$ cat config.mk
export PLATFORM = sky130hd
export DESIGN_NAME = serial_regfile_seq
export DESIGN_NICKNAME = d
export VERILOG_FILES = /design/src/rtl/serial_regfile_seq_pkg.sv /design/src/rtl/serial_regfile_seq_scan_seq.sv /design/src/rtl/serial_regfile_seq.sv
export SDC_FILE = /design/constraint.sdc
export NUM_CORES = 1
export LEC_CHECK = 0
export ABC_AREA = 1
export CAP_MARGIN = 30
export CORE_ASPECT_RATIO = 1.2
export CORE_UTILIZATION = 60
export CTS_BUF_LIST = sky130_fd_sc_hd__clkbuf_2
export DETAILED_ROUTE_END_ITERATION = 8
export PLACE_DENSITY = 0.92
export SYNTH_ARGS = -nofsm -noshare
export SYNTH_HDL_FRONTEND = slang
export SYNTH_SLANG_ARGS = --single-unit
$ cat constraint.sdc
create_clock -name clk -period 6.45 [get_ports clk]
set_input_delay 0.645 -clock clk [delete_from_list [all_inputs] [get_ports clk]]
set_output_delay 0.645 -clock clk [all_outputs]
set_load 0.05 [all_outputs]
$ cat src/rtl/serial_regfile_seq_pkg.sv
// Shared mode encoding and width helpers for the bit-serial register file.
// Imported by the per-port sequencer and the top level.
package serial_regfile_seq_pkg;

    localparam int MODE_W = 2;

    typedef enum logic [MODE_W-1:0] {
        MODE_WRITE   = 2'd0,
        MODE_ROTATE  = 2'd1,
        MODE_CLEAR   = 2'd2,
        MODE_ROT_ALT = 2'd3
    } mode_t;

    typedef enum logic {
        ST_IDLE = 1'b0,
        ST_SCAN = 1'b1
    } seq_state_t;

    // Step counter width: at least one bit even for single-step scans.
    function automatic int step_width(input int nsteps);
        return (nsteps <= 2) ? 1 : $clog2(nsteps);
    endfunction

endpackage

$ cat src/rtl/serial_regfile_seq_scan_seq.sv
// Per-port scan sequencer: start/ready handshake, step counter, latched
// register index and mode for one scan port.
module serial_regfile_seq_scan_seq
    import serial_regfile_seq_pkg::*;
#(
    parameter int LOG2_NR = 3,
    parameter int NSTEPS  = 4,
    parameter int SW      = 2
) (
    input  logic               clk,
    input  logic               reset,
    input  logic               start,
    input  logic [LOG2_NR-1:0] start_index,
    input  logic [MODE_W-1:0]  start_mode,
    output logic               start_ready,
    output logic               busy,
    output logic               last,
    output logic [SW-1:0]      step,
    output logic [LOG2_NR-1:0] index,
    output mode_t              mode
);

    localparam logic [SW-1:0] STEP_LAST = SW'(NSTEPS - 1);

    seq_state_t         state, state_nxt;
    logic [SW-1:0]      step_nxt;
    logic [LOG2_NR-1:0] index_nxt;
    mode_t              mode_nxt;
    logic               accept;

    always_ff @(posedge clk or posedge reset) begin
        if (reset) begin
            state <= ST_IDLE;
            step  <= '0;
            index <= '0;
            mode  <= MODE_WRITE;
        end else begin
            state <= state_nxt;
            step  <= step_nxt;
            index <= index_nxt;
            mode  <= mode_nxt;
        end
    end

    always_comb begin
        state_nxt   = state;
        step_nxt    = step;
        index_nxt   = index;
        mode_nxt    = mode;
        busy        = (state == ST_SCAN);
        last        = busy && (step == STEP_LAST);
        start_ready = !busy || last;
        accept      = start && start_ready;

        // Accepting on the last step restarts the count with no idle bubble.
        if (accept) begin
            state_nxt = ST_SCAN;
            step_nxt  = '0;
            index_nxt = start_index;
            mode_nxt  = mode_t'(start_mode);
        end else begin
            case (state)
                ST_SCAN: begin
                    if (last) begin
                        state_nxt = ST_IDLE;
                        step_nxt  = '0;
                    end else begin
                        step_nxt = step + 1'b1;
                    end
                end
                default: state_nxt = ST_IDLE;
            endcase
        end
    end

endmodule

$ cat src/rtl/serial_regfile_seq.sv
// Bit-serial register file with NPORTS sequenced scan ports; each busy
// register shifts NSHIFT bits per cycle, lowest busy port supplying the input.
module serial_regfile_seq
    import serial_regfile_seq_pkg::*;
#(
    parameter int LOG2_NR   = 3,
    parameter int REG_BITS  = 8,
    parameter int NSHIFT    = 2,
    parameter int NPORTS    = 2,
    parameter int ZERO_REG0 = 0,
    localparam int NSTEPS   = REG_BITS / NSHIFT,
    localparam int SW       = step_width(NSTEPS)
) (
    input  logic                        clk,
    input  logic                        reset,
    input  logic [NPORTS-1:0]           start,
    input  logic [NPORTS*LOG2_NR-1:0]   start_index,
    input  logic [NPORTS*MODE_W-1:0]    start_mode,
    output logic [NPORTS-1:0]           start_ready,
    input  logic [NPORTS*NSHIFT-1:0]    scan_in,
    output logic [NPORTS*NSHIFT-1:0]    scan_out,
    output logic [NPORTS-1:0]           busy,
    output logic [NPORTS-1:0]           last,
    output logic [NPORTS*SW-1:0]        step
);

    localparam int NUM_REGS = 1 << LOG2_NR;

    logic [REG_BITS-1:0]                regs [NUM_REGS];
    logic [NPORTS-1:0][LOG2_NR-1:0]     port_idx;
    mode_t                              port_mode [NPORTS];
    logic [NPORTS-1:0][NSHIFT-1:0]      chunk_out;
    logic [NPORTS-1:0][NSHIFT-1:0]      chunk_in;
    logic [NUM_REGS-1:0]                reg_we;
    logic [NUM_REGS-1:0][NSHIFT-1:0]    reg_in;

    for (genvar k = 0; k < NPORTS; k++) begin : g_port
        logic [SW-1:0] step_k;

        serial_regfile_seq_scan_seq #(
            .LOG2_NR (LOG2_NR),
            .NSTEPS  (NSTEPS),
            .SW      (SW)
        ) u_seq (
            .clk         (clk),
            .reset       (reset),
            .start       (start[k]),
            .start_index (start_index[k*LOG2_NR +: LOG2_NR]),
            .start_mode  (start_mode[k*MODE_W +: MODE_W]),
            .start_ready (start_ready[k]),
            .busy        (busy[k]),
            .last        (last[k]),
            .step        (step_k),
            .index       (port_idx[k]),
            .mode        (port_mode[k])
        );

        assign step[k*SW +: SW] = step_k;

        // r0 is hard-wired to zero when ZERO_REG0 is set.
        assign chunk_out[k] = ((ZERO_REG0 != 0) && (port_idx[k] == '0)) ? '0
                            : regs[port_idx[k]][NSHIFT-1:0];

        assign chunk_in[k] = (port_mode[k] == MODE_WRITE) ? scan_in[k*NSHIFT +: NSHIFT]
                           : (port_mode[k] == MODE_CLEAR) ? '0
                           : chunk_out[k];

        assign scan_out[k*NSHIFT +: NSHIFT] = chunk_out[k];
    end

    // Walk ports high-to-low so the lowest-numbered colliding port wins.
    always_comb begin
        reg_we = '0;
        reg_in = '0;
        for (int r = 0; r < NUM_REGS; r++) begin
            for (int k = NPORTS - 1; k >= 0; k--) begin
                if (busy[k] && (port_idx[k] == LOG2_NR'(r))) begin
                    reg_we[r] = 1'b1;
                    reg_in[r] = chunk_in[k];
                end
            end
        end
        if (ZERO_REG0 != 0) reg_we[0] = 1'b0;
    end

    always_ff @(posedge clk or posedge reset) begin
        if (reset) begin
            for (int r = 0; r < NUM_REGS; r++) regs[r] <= '0;
        end else begin
            for (int r = 0; r < NUM_REGS; r++) begin
                if (reg_we[r])
                    regs[r] <= (regs[r] >> NSHIFT)
                             | (REG_BITS'(reg_in[r]) << (REG_BITS - NSHIFT));
            end
        end
    end

endmodule

; Word-level counts from Yosys, hierarchy flattened
; Cells that the tools add are included.
; W data, S select, Z words.
[word_totals]
register_bits = 80
input_bits = 18
output_inout_bits = 14
elab_cells = 132
[classes]
addsub = 2
magnitude_cmp = 2
eq_ne = 18
muxes = 54
bitwise_logic = 10
reduce_logical = 30
[ops]
columns = operator, count
row1 = $or A6 B8 Y8, 8
row2 = $mux W2, 30
row3 = $bmux W8 S3, 2
row4 = $eq A3 B3 Y1 const B, 8
row5 = $mux W1, 22
row6 = $logic_and A1 B1 Y1, 20
row7 = $eq A3 B2 Y1 const B, 4
row8 = $eq A2 B2 Y1 const B, 4
row9 = $ge A4 B4 Y1 const B, 2
row10 = $not A3 Y4, 2
row11 = $eq A3 B1 Y1 const B, 2
row12 = $logic_not A3 Y1, 2
row13 = $add A2 B1 Y2 const B, 2
row14 = $logic_not A2 Y1, 2
row15 = $reduce_bool A2 Y1, 2
row16 = $logic_not A1 Y1, 2
row17 = $logic_or A1 B1 Y1, 2

; Longest topological paths before layout
; Gate-level depths: netlist of the first run.
[logic_depth]
ltp_word = 9
mapped_depth = 9
ltp_nobuf = 9

; Hierarchy
; A second synthesis of the first run with hierarchy kept.
[unflattened]
hier_cells = 486
area_unflattened_um2 = 3868.7
[by_module_without_submodules]
columns = mod, n_inst, cells_each, area_each_um2, seq_area_each_um2
row1 = serial_regfile_seq, 1, 404, 3145.5, 1601.5
row2 = serial_regfile_seq_scan_seq, 2, 41, 361.6, 200.2

; Least setup slack after synthesis of the first run
; No wires, ideal clock.
[synth_path]
path_type = register to output
startpoint = reg g_port[0].u_seq.step[0]
endpoint = out start_ready[0]
t_arrival_ps = 1390
required_time_ps = 5805
slack_ps = 4415
path_stages_with_launch = 5
n_path_buf = 2
path_cell_list = dfrtp_1 > ha_1 > or2_1 > buf_2 > buf_4
[synth_via]
elab_chain_len = 3
[synth_rtl]
columns = element, line_no
row1 = "start, declared", serial_regfile_seq_scan_seq.sv:18  ; output logic [SW-1:0] step,
row2 = "start signal, assigned", serial_regfile_seq_scan_seq.sv:39  ; step <= step_nxt;
row3 = $eq A2 B2 Y1, serial_regfile_seq_scan_seq.sv:51  ; last = busy && (step == STEP_LAST);
row4 = $logic_and A1 B1 Y1, serial_regfile_seq_scan_seq.sv:51
row5 = $logic_or A1 B1 Y1, serial_regfile_seq_scan_seq.sv:52  ; start_ready = !busy || last;
row6 = "end, declared", serial_regfile_seq.sv:19  ; output logic [NPORTS-1:0] start_ready,
; Every way passes these cells.

; Final worst setup path of the first run
[layout_path]
startpoint = reg g_port[0].u_seq.index[0]
endpoint = out scan_out[0]
[layout_via]
elab_chain_len = 4
[layout_rtl]
columns = element, line_no
row1 = "start, declared", serial_regfile_seq_scan_seq.sv:19  ; output logic [LOG2_NR-1:0] index,
row2 = "start signal, assigned", serial_regfile_seq_scan_seq.sv:40  ; index <= index_nxt;
row3 = $not A3 Y4 (implied by the code), serial_regfile_seq.sv:62  ; : regs[port_idx[k]][NSHIFT-1:0];
row4 = $bmux W8 S3, serial_regfile_seq.sv:62
row5 = $mux W2 (implied by the code) (2 in a row), serial_regfile_seq.sv:62
row6 = "end, declared", serial_regfile_seq.sv:21  ; output logic [NPORTS*NSHIFT-1:0] scan_out,
; Every way passes these cells. The select of a mux whose other input is x is not followed.

==> results of run 1 <==
## final cells by class
class / count / area, µm²
Clock buffer: 10 / 50.0
Sequential cell: 80 / 2000
Timing Repair Buffer: 33 / 345
Fill cell: 465 / 1800
Tap cell: 82 / 103
Clock inverter: 6 / 60.1
Inverter: 42 / 163
Multi-Input combinational cell: 342 / 1560
## cell families (layout without fill, tap and decap cells)
logic type | count (synthesis) | after routing
AO/OA/AOI/OAI | 48 | 48
multiplexers | 4 | 4
flip-flops | 80 | 80
AND/OR/NAND/NOR | 288 | 288
adder cells (fa/ha/maj) | 2 | 2
buffers and inverters | 52 | 91
## registers in the layout (all words and copies together), names as in the netlist
name and count:
g_port.u_seq.busy 2, g_port.u_seq.index 6, g_port.u_seq.mode 4, g_port.u_seq.step 4, regs 64
## layer usage
layer,GRT usage,vias up,routed length (µm)
met5,0,-,0
met4,0.142,0,283
met2,0.432,90,3840
met1,0.340,1462,3440
li1,-,1551,-
met3,0.0631,33,337
## cell usage after synthesis
| library cell | number | area share |
|---|---|---|
| mux2_2 | 4 | 0.012 |
| and2_1 | 4 | 0.0066 |
| nor3_1 | 7 | 0.0092 |
| inv_2 | 14 | 0.014 |
| nor2_4 | 6 | 0.018 |
| buf_2 | 2 | 0.0026 |
| buf_6 | 1 | 0.0030 |
| o21ai_0 | 33 | 0.043 |
| nand2_1 | 201 | 0.20 |
| o21ai_1 | 9 | 0.012 |
| or2_1 | 2 | 0.0033 |
| inv_1 | 27 | 0.027 |
| nand2_4 | 1 | 0.0030 |
| nor2_8 | 1 | 0.0053 |
| ha_1 | 2 | 0.0066 |
| a21oi_1 | 6 | 0.0079 |
| nand4_1 | 1 | 0.0016 |
| nor2_2 | 8 | 0.013 |
| nand3_1 | 28 | 0.037 |
| buf_4 | 7 | 0.014 |
| dfrtp_1 | 80 | 0.53 |
| nor2_1 | 20 | 0.020 |
| clkinv_4 | 1 | 0.0023 |
| nand2_2 | 9 | 0.015 |
## layout by cell type (no fill, tap or decap)
| cell type | netlist | final |
|---|---|---|
| clkinvlp_4 | 0 | 2 |
| clkinv_2 | 0 | 3 |
| inv_1 | 27 | 26 |
| buf_16 | 0 | 1 |
| inv_2 | 14 | 15 |
| nand2_1 | 201 | 201 |
| o21ai_0 | 33 | 33 |
| or2_1 | 2 | 2 |
| nand3_1 | 28 | 28 |
| dfrtp_1 | 80 | 80 |
| clkinv_4 | 1 | 1 |
| and2_1 | 4 | 4 |
| nor2_8 | 1 | 1 |
| clkdlybuf4s50_1 | 0 | 31 |
| nand2_2 | 9 | 9 |
| nor2_4 | 6 | 6 |
| mux2_2 | 4 | 4 |
| nor3_1 | 7 | 7 |
| clkbuf_2 | 0 | 10 |
| nand4_1 | 1 | 1 |
| bufinv_16 | 0 | 1 |
| a21oi_1 | 6 | 6 |
| nor2_1 | 20 | 20 |
| buf_4 | 7 | 1 |
| nand2_4 | 1 | 1 |
| o21ai_1 | 9 | 9 |
| ha_1 | 2 | 2 |
| nor2_2 | 8 | 8 |
## final timing paths
kind                                              to  slack (ns)  depth (start not counted)
max in group asynchronous        regs[3]$_DFFE_PP0P_        5.55                          4
worst max-delay path                     scan_out[0]        3.28                          7
worst min register to register  regs[32]$_DFFE_PP0P_        0.50                          2
min in group clk                regs[32]$_DFFE_PP0P_        0.50                          2
worst max register to register   regs[7]$_DFFE_PP0P_        4.84                          9
worst min-delay path            regs[21]$_DFFE_PP0P_        0.34                          3
## power by group through the flow
stage	combinational, mW	sequential [mW]	clock [mW]
final	1.11	0.851	0.260
after detailed placement	1.10	0.857	0
after CTS	1.11	0.847	0.261
after global routing	1.23	0.875	0.280
after floorplan	0.833	0.849	0
after global placement	1.07	0.851	0
## worst max-delay path, stage by stage, from the launching register on
cell	delay, ns
dfrtp_1	0.57
inv_2	0.21
nand2_1	0.07
nand2_1	0.06
nand2_1	0.04
nand3_1	0.11
and2_1	0.15
clkdlybuf4s50_1	0.80
## stage by stage
step / worst slack [ns] / area (µm²) / hold WS [ns] / power, mW
final: 3.28 / 4290 / 0.345 / 2.23
after global routing: 3.14 / 4290 / 0.311 / 2.39
after CTS: 3.28 / 4260 / 0.505 / 2.22
after detailed placement: 3.89 / 4150 / 0.455 / 1.96
after global placement: 3.94 / 4150 / 0.449 / 1.92
after floorplan: 3.75 / 3800 / 0.442 / 1.68
==> results.tsv, run 1 <==
stage	metric	value	unit
clocking	H-tree depth	3	
timing	setup TNS	0	ns
final_layout	n_diodes	0	
timing	fin crit share	0.492	
grt	vias in the first global route	3016	
power_and_ir_drop	Gate power share	0.501	
grt	largest net degree at the start of global routing	81	
power_and_ir_drop	clock network power share	0.117	
synthesis	Synth Net Count	494	
final_layout	Finished Layout Cells	595	
timing	Max Clk Rate	0.315	GHz
synthesis	Avg Inst Size Synth	8.02	µm²
synthesis	post-synthesis cell count	474	
critical_path	critical path class	reg -> out	
floorplanning	die area	6660	µm²
clocking	CTS-repair resized insts	0	
status	status	completed	
power_and_ir_drop	Net Sw Power	1.08	mW
power_and_ir_drop	switch share	0.487	
critical_path	Worst Setup End Kind	output pin	
synthesis	Post-Syn Area	3800	µm²
critical_path	Crit path required time	5.80	ns
grt	initial antenna violation count	0	
clocking	hold_buf cts	0	
route	wire length per cell	13.3	µm
floorplanning	total core area	6090	µm²
clocking	CTS Buffer Depth	2	
timing	Hold Fails Final Rpt	0	
final_layout	Final nets	528	
clocking	clock root buffer master	clkbuf_2	
clocking	Num CTS Buffers	9	
route	Iteration-0 DRC Markers	249	
synthesis	largest family of logic cells by synthesized area	simple AND/OR/NAND/NOR gates	
place	placed cells	578	
final_layout	share of cells above drive strength 1	0.123	
clocking	CTS sink cnt	80	
run	maxcap violations	0	
synthesis	Yosys reg bits	80	
timing	final setup vio count	0	
route	wirelength, routed	7910	µm
final_layout	Final Util	0.704	
grt	global route overflow	0	
route	drt drc	0	
clocking	Reg clk slew, reported paths	0.21	ns
power_and_ir_drop	power per cell area	519	nW/µm²
critical_path	critical path fanouts, max	13	
critical_path	CP Launch Point	g_port[0].u_seq.index[0]$_DFFE_PP0P_	
route	Post-DRT Antenna Nets	0	
grt	first-pass GRT wire length	13200	µm
power_and_ir_drop	internal power	1.14	mW
floorplanning	Die Y-Extent	89.2	µm
place	DP HPWL	5610	µm
synthesis	Synth Area in XOR/XNOR	0	
timing	clk_skew	0.0202	ns
route	drt first pass iters	5	
synthesis	multiplexer share of the synthesized area	0.0118	
min_path	Hold Crit Class	in -> async	
power_and_ir_drop	Leak	2.14	nW
critical_path	Reg2Reg Launch Point	g_port[0].u_seq.index[0]$_DFFE_PP0P_	
floorplanning	die boundary width	74.7	µm
floorplanning	starting density of the core	0.624	
route	vias per cell	5.27	
timing	fin crit period	3.17	ns
synthesis	number of distinct library cells after synthesis	24	
floorplanning	Rows	31	
power_and_ir_drop	VDD IR max	339	µV
synthesis	Compound-Gate Fraction of Synth Area	0.0632	
timing	Max-slew headroom	0.653	
power_and_ir_drop	Reg power frac	0.382	
timing	Least-Margin Pin Slew	0.519	ns
final_layout	synthesis-to-layout area growth	12.7	%
grt	gr usage total	0.269	
route	Via Count	3136	
synthesis	register area share after synthesis	0.526	
synthesis	Post-Synth Simple-Gate Area	0.330	
synthesis	Synth Area in Adders	0.00658	
timing	Slew Limit Fails	0	
synthesis	Yosys warnings	0	
timing	RSZ-0062 raised after global routing	no	
floorplanning	Ports	32	
clocking	worst skew pair latency	0.53	ns
critical_path	WP data arrival	2.53	ns
place	# port buffers	31	
clocking	postcts setup bufs	0	
critical_path	Worst Setup Start Kind	register	
place	routability congestion estimate from global placement	0.988	
clocking	CTS tree	built	
No activity file was read; power rests on OpenSTA's default activity.
==> run 2, diff against run 1 <==
==> constraint.sdc (replaced) <==
create_clock -name clk -period 3.18 [get_ports clk]
set_input_delay 0.318 -clock clk [delete_from_list [all_inputs] [get_ports clk]]
set_output_delay 0.318 -clock clk [all_outputs]
set_load 0.05 [all_outputs]
==> results.tsv, run 2 (same netlist as run 1, synthesis figures left out) <==
stage	metric	value	unit
final_layout	multi-input logic area	1560	µm²
route	wire length per cell	13.8	µm
power_and_ir_drop	Net Sw Power	2.21	mW
critical_path	reg2reg end	regs[7]$_DFFE_PP0P_	
route	Iteration-0 DRC Markers	218	
place	# port buffers	31	
clocking	CTS-repair resized insts	0	
power_and_ir_drop	switch share	0.497	
critical_path	r2r worst-path depth	9	
critical_path	WP data arrival	2.56	ns
final_layout	# fillers	486	
clocking	worst skew pair latency	0.54	ns
route	Post-DRT Antenna Nets	0	
critical_path	Crit path required time	2.86	ns
clocking	H-tree depth	3	
critical_path	Worst Setup Start Kind	register	
timing	Hold Fails Final Rpt	0	
place	DP HPWL	6130	µm
timing	fin crit period	2.88	ns
final_layout	largest reg by FF count	regs	
timing	Slew Limit Fails	0	
grt	largest net degree at the start of global routing	30	
floorplanning	die area	6660	µm²
timing	Max-slew headroom	0.655	
route	Via Count	3158	
floorplanning	Ports	32	
final_layout	largest registers	regs (64), g_port.u_seq.index (6)	
grt	initial antenna violation count	0	
final_layout	share of cells above drive strength 1	0.121	
power_and_ir_drop	Gate power share	0.507	
timing	clk_skew	0.0182	ns
clocking	Reg clk slew, reported paths	0.22	ns
timing	Hold Slack	0.0814	ns
final_layout	synthesis-to-layout area growth	11.6	%
critical_path	R2R Setup Slk	1.55	ns
timing	setup TNS	0	ns
final_layout	Final nets	528	
grt	vias in the first global route	3046	
timing	Least-Margin Pin Slew	0.516	ns
final_layout	Largest register FFs	64	
final_layout	register area	2000	µm²
power_and_ir_drop	power per cell area	1050	nW/µm²
final_layout	Final Util	0.697	
grt	global route overflow	0	
clocking	hold_buf cts	0	
clocking	Num CTS Buffers	9	
floorplanning	total core area	6090	µm²
critical_path	Worst Setup End Kind	output pin	
grt	gr usage total	0.284	
timing	RSZ-0062 raised after global routing	no	
timing	Max Clk Rate	0.348	GHz
timing	fin crit share	0.904	
floorplanning	die boundary width	74.7	µm
clocking	postcts setup bufs	0	
final_layout	n_diodes	0	
clocking	CTS tree	built	
clocking	CTS sink cnt	80	
run	maxcap violations	0	
route	drt first pass iters	5	
route	wirelength, routed	8240	µm
place	routability congestion estimate from global placement	1.03	
timing	final setup vio count	0	
critical_path	Reg2Reg Launch Point	g_port[0].u_seq.index[0]$_DFFE_PP0P_	
route	vias per cell	5.31	
critical_path	critical path class	reg -> out	
clocking	clock root buffer master	clkbuf_2	
route	drt drc	0	
grt	first-pass GRT wire length	13800	µm
power_and_ir_drop	Leak	2.12	nW
clocking	CTS Buffer Depth	2	
power_and_ir_drop	internal power	2.24	mW
floorplanning	starting density of the core	0.624	
floorplanning	Rows	31	
power_and_ir_drop	clock network power share	0.103	
critical_path	critical path fanouts, max	13	
final_layout	commonest non-fill, non-tap cell in the layout	nand2_1	
power_and_ir_drop	Reg power frac	0.390	
min_path	Hold Crit Class	in -> async	
final_layout	most frequent cells in the layout	nand2_1 (201), dfrtp_1 (80), o21ai_0 (33)	
floorplanning	Die Y-Extent	89.2	µm
status	status	completed	
power_and_ir_drop	VDD IR max	790	µV
==> run 2: routing by layer <==
metal	up-vias	share of wire	track usage
li1	1550	-	-
met4	0	0.033	0.149
met3	23	0.040	0.0654
met5	-	0	0
met2	85	0.49	0.452
met1	1500	0.44	0.361
==> run 2: stage by stage <==
step | cells | worst slack (ns) | area [µm²] | total power, mW
2_1_floorplan | 474 | 0.810 | 3800 | 3.41
3_3_place_gp | 579 | 0.999 | 4160 | 3.89
3_5_place_dp | 579 | 0.956 | 4160 | 3.99
4_1_cts | 595 | 0.304 | 4240 | 4.45
5_1_grt | 595 | 0.143 | 4240 | 4.80
6_report | 595 | 0.304 | 4240 | 4.45
==> run 2: power groups by stage <==
stage	Sequential, mW	Clock (mW)	Combinational [mW]
CTS	1.73	0.467	2.25
global route	1.78	0.509	2.50
detailed placement	1.75	0	2.24
global placement	1.73	0	2.15
floorplan	1.72	0	1.69
finish	1.74	0.461	2.26
==> run 2: layout make-up <==
class,instances,area share
flip-flops and latches,80,0.472
multi-input cells,342,0.369
repair buffers,33,0.0767
inverters,42,0.0383
well taps,82,0.0242
clock buffers,11,0.0130
clock inverters,5,0.00767
==> run 2: how the worst max path moves through the flow <==
stage                                                    start                              to  cells after the start
after floorplan                                          reset  g_port[0].u_seq.busy$_DFF_PP0_                      1
after global placement    g_port[0].u_seq.index[0]$_DFFE_PP0P_                     scan_out[0]                      7
after detailed placement  g_port[1].u_seq.index[0]$_DFFE_PP0P_                     scan_out[2]                      7
after CTS                 g_port[0].u_seq.index[0]$_DFFE_PP0P_                     scan_out[1]                      7
after global routing      g_port[0].u_seq.index[0]$_DFFE_PP0P_                     scan_out[0]                      7
final                     g_port[0].u_seq.index[0]$_DFFE_PP0P_                     scan_out[1]                      7
==> run 2: critical path, cell delays in order, from the launching register on <==
cell             delay [ns]
dfrtp_1                0.56
inv_2                  0.21
nand2_1                0.09
nand2_1                0.07
nand2_1                0.05
nand3_1                0.10
and2_1                 0.14
clkdlybuf4s50_1        0.80
==> run 3, diff against run 2 <==
--- a/config.mk
+++ b/config.mk
@@ -8,10 +8,10 @@
 export ABC_AREA = 1
 export CAP_MARGIN = 30
 export CORE_ASPECT_RATIO = 1.2
-export CORE_UTILIZATION = 60
+export CORE_UTILIZATION = 45
 export CTS_BUF_LIST = sky130_fd_sc_hd__clkbuf_2
 export DETAILED_ROUTE_END_ITERATION = 8
-export PLACE_DENSITY = 0.92
+export PLACE_DENSITY = 0.75
 export SYNTH_ARGS = -nofsm -noshare
 export SYNTH_HDL_FRONTEND = slang
 export SYNTH_SLANG_ARGS = --single-unit
==> results.tsv, run 3 (same netlist as run 1, synthesis figures left out) <==
stage	metric	value	unit
clocking	Reg clk slew, reported paths	0.21	ns
final_layout	most frequent cells in the layout	nand2_1 (201), dfrtp_1 (80), o21ai_0 (33)	
critical_path	critical path class	reg -> out	
clocking	CTS tree	built	
critical_path	Crit path required time	2.86	ns
final_layout	commonest non-fill, non-tap cell in the layout	nand2_1	
clocking	clock root buffer master	clkbuf_2	
power_and_ir_drop	switch share	0.475	
place	DP Area	4200	µm²
critical_path	Worst Setup End Kind	output pin	
final_layout	post-route cell area	4320	µm²
final_layout	largest registers	regs (64), g_port.u_seq.index (6)	
power_and_ir_drop	Net Sw Power	2.15	mW
clocking	H-tree depth	3	
power_and_ir_drop	VDD IR max	786	µV
clocking	CTS-repair resized insts	0	
grt	vias in the first global route	2899	
grt	first-pass GRT wire length	13400	µm
final_layout	synthesis-to-layout area growth	13.6	%
route	vias per cell	4.92	
route	drt drc	0	
place	DP HPWL	5830	µm
clocking	CTS sink cnt	80	
timing	Max-slew headroom	0.662	
floorplanning	die boundary width	85.9	µm
grt	gr usage total	0.199	
route	Post-DRT Antenna Nets	0	
route	drt first pass iters	4	
power_and_ir_drop	Leak	2.13	nW
floorplanning	Die Y-Extent	103	µm
final_layout	Largest register FFs	64	
min_path	Hold Crit Class	in -> async	
run	maxcap violations	0	
power_and_ir_drop	Gate power share	0.491	
floorplanning	Ports	32	
floorplanning	starting density of the core	0.466	
power_and_ir_drop	clock network power share	0.127	
timing	Least-Margin Pin Slew	0.505	ns
power_and_ir_drop	power per cell area	1050	nW/µm²
grt	largest net degree at the start of global routing	42	
critical_path	Worst Setup Start Kind	register	
route	wirelength, routed	7930	µm
power_and_ir_drop	internal power	2.39	mW
grt	global route overflow	0	
timing	Slew Limit Fails	0	
final_layout	share of cells above drive strength 1	0.117	
timing	setup TNS	0	ns
route	wire length per cell	12.7	µm
timing	Hold Fails Final Rpt	0	
clocking	CTS Buffer Depth	2	
critical_path	critical path fanouts, max	13	
power_and_ir_drop	Reg power frac	0.382	
clocking	hold_buf cts	0	
status	status	completed	
timing	final setup vio count	0	
floorplanning	die area	8820	µm²
critical_path	WP data arrival	2.51	ns
place	routability congestion estimate from global placement	1.04	
place	# port buffers	31	
final_layout	n_diodes	0	
route	Via Count	3075	
final_layout	Final nets	528	
timing	fin crit share	0.890	
timing	fin crit period	2.83	ns
timing	clk_skew	0.0287	ns
final_layout	largest reg by FF count	regs	
timing	Max Clk Rate	0.353	GHz
floorplanning	total core area	8150	µm²
floorplanning	Rows	36	
clocking	worst skew pair latency	0.53	ns
timing	RSZ-0062 raised after global routing	no	
clocking	Num CTS Buffers	9	
grt	initial antenna violation count	0	
clocking	postcts setup bufs	0	
route	Iteration-0 DRC Markers	153	
run 3: cell types whose count changed in the layout (fill, tap and decap cells not counted), sizes merged:
cell / change
clkinvlp: -1
clkbuf: -1
clkinv: -1
bufinv: +2
inv: -1
run 3: power by group through the flow:
| stage | logic (mW) | registers (mW) | clock network, mW |
|---|---|---|---|
| 2_1_floorplan | 1.69 | 1.72 | 0 |
| 3_3_place_gp | 2.18 | 1.74 | 0 |
| 3_5_place_dp | 2.23 | 1.75 | 0 |
| 4_1_cts | 2.24 | 1.73 | 0.591 |
| 5_1_grt | 2.49 | 1.79 | 0.631 |
| 6_report | 2.23 | 1.73 | 0.578 |
run 3: critical path: stages (launching register included):
cell and delay [ns]:
dfrtp_1 0.55, inv_2 0.21, nand2_1 0.08, nand2_1 0.07, nand2_1 0.05, nand3_1 0.11, and2_1 0.14, clkdlybuf4s50_1 0.80
run 3: cell type report:
class | count | area [µm²]
flip-flops and latches | 80 | 2000
multi-input cells | 342 | 1560
well taps | 114 | 143
clock inverters | 4 | 71.3
inverters | 42 | 163
repair buffers | 33 | 325
fillers | 750 | 3830
clock buffers | 10 | 50.0
run 3: path summary, 6_finish.rpt:
path	from	endpoint	slack (ns)	cells past startpoint
max	g_port[0].u_seq.index[0]$_DFFE_PP0P_	scan_out[1]	0.35	7
min	reset	regs[52]$_DFFE_PP0P_	0.20	3
max reg2reg	g_port[0].u_seq.index[0]$_DFFE_PP0P_	regs[15]$_DFFE_PP0P_	1.55	9
min reg2reg	regs[2]$_DFFE_PP0P_	regs[0]$_DFFE_PP0P_	0.49	2
max in group asynchronous	reset	regs[59]$_DFFE_PP0P_	2.60	3
min in group clk	start_index[5]	g_port[1].u_seq.index[2]$_DFFE_PP0P_	0.37	3
run 3: metal layers:
layer | global-route usage | routed length (µm) | up-vias | share of wire
li1 | - | - | 1549 | -
met1 | 0.256 | 3570 | 1422 | 0.45
met2 | 0.317 | 3750 | 74 | 0.47
met3 | 0.0320 | 318 | 30 | 0.040
met4 | 0.119 | 295 | 0 | 0.037
met5 | 0 | 0 | - | 0
run 3: stage by stage:
step	utilization	setup slack, ns	total power, mW	std cells	hold WS (ns)
3_3_place_gp	0.515	0.995	3.92	611	0.455
4_1_cts	0.530	0.340	4.56	625	0.207
2_1_floorplan	-	0.810	3.41	474	0.416
3_5_place_dp	0.515	0.953	3.98	611	0.454
5_1_grt	0.530	0.154	4.91	625	0.222
6_report	0.530	0.350	4.54	625	0.201
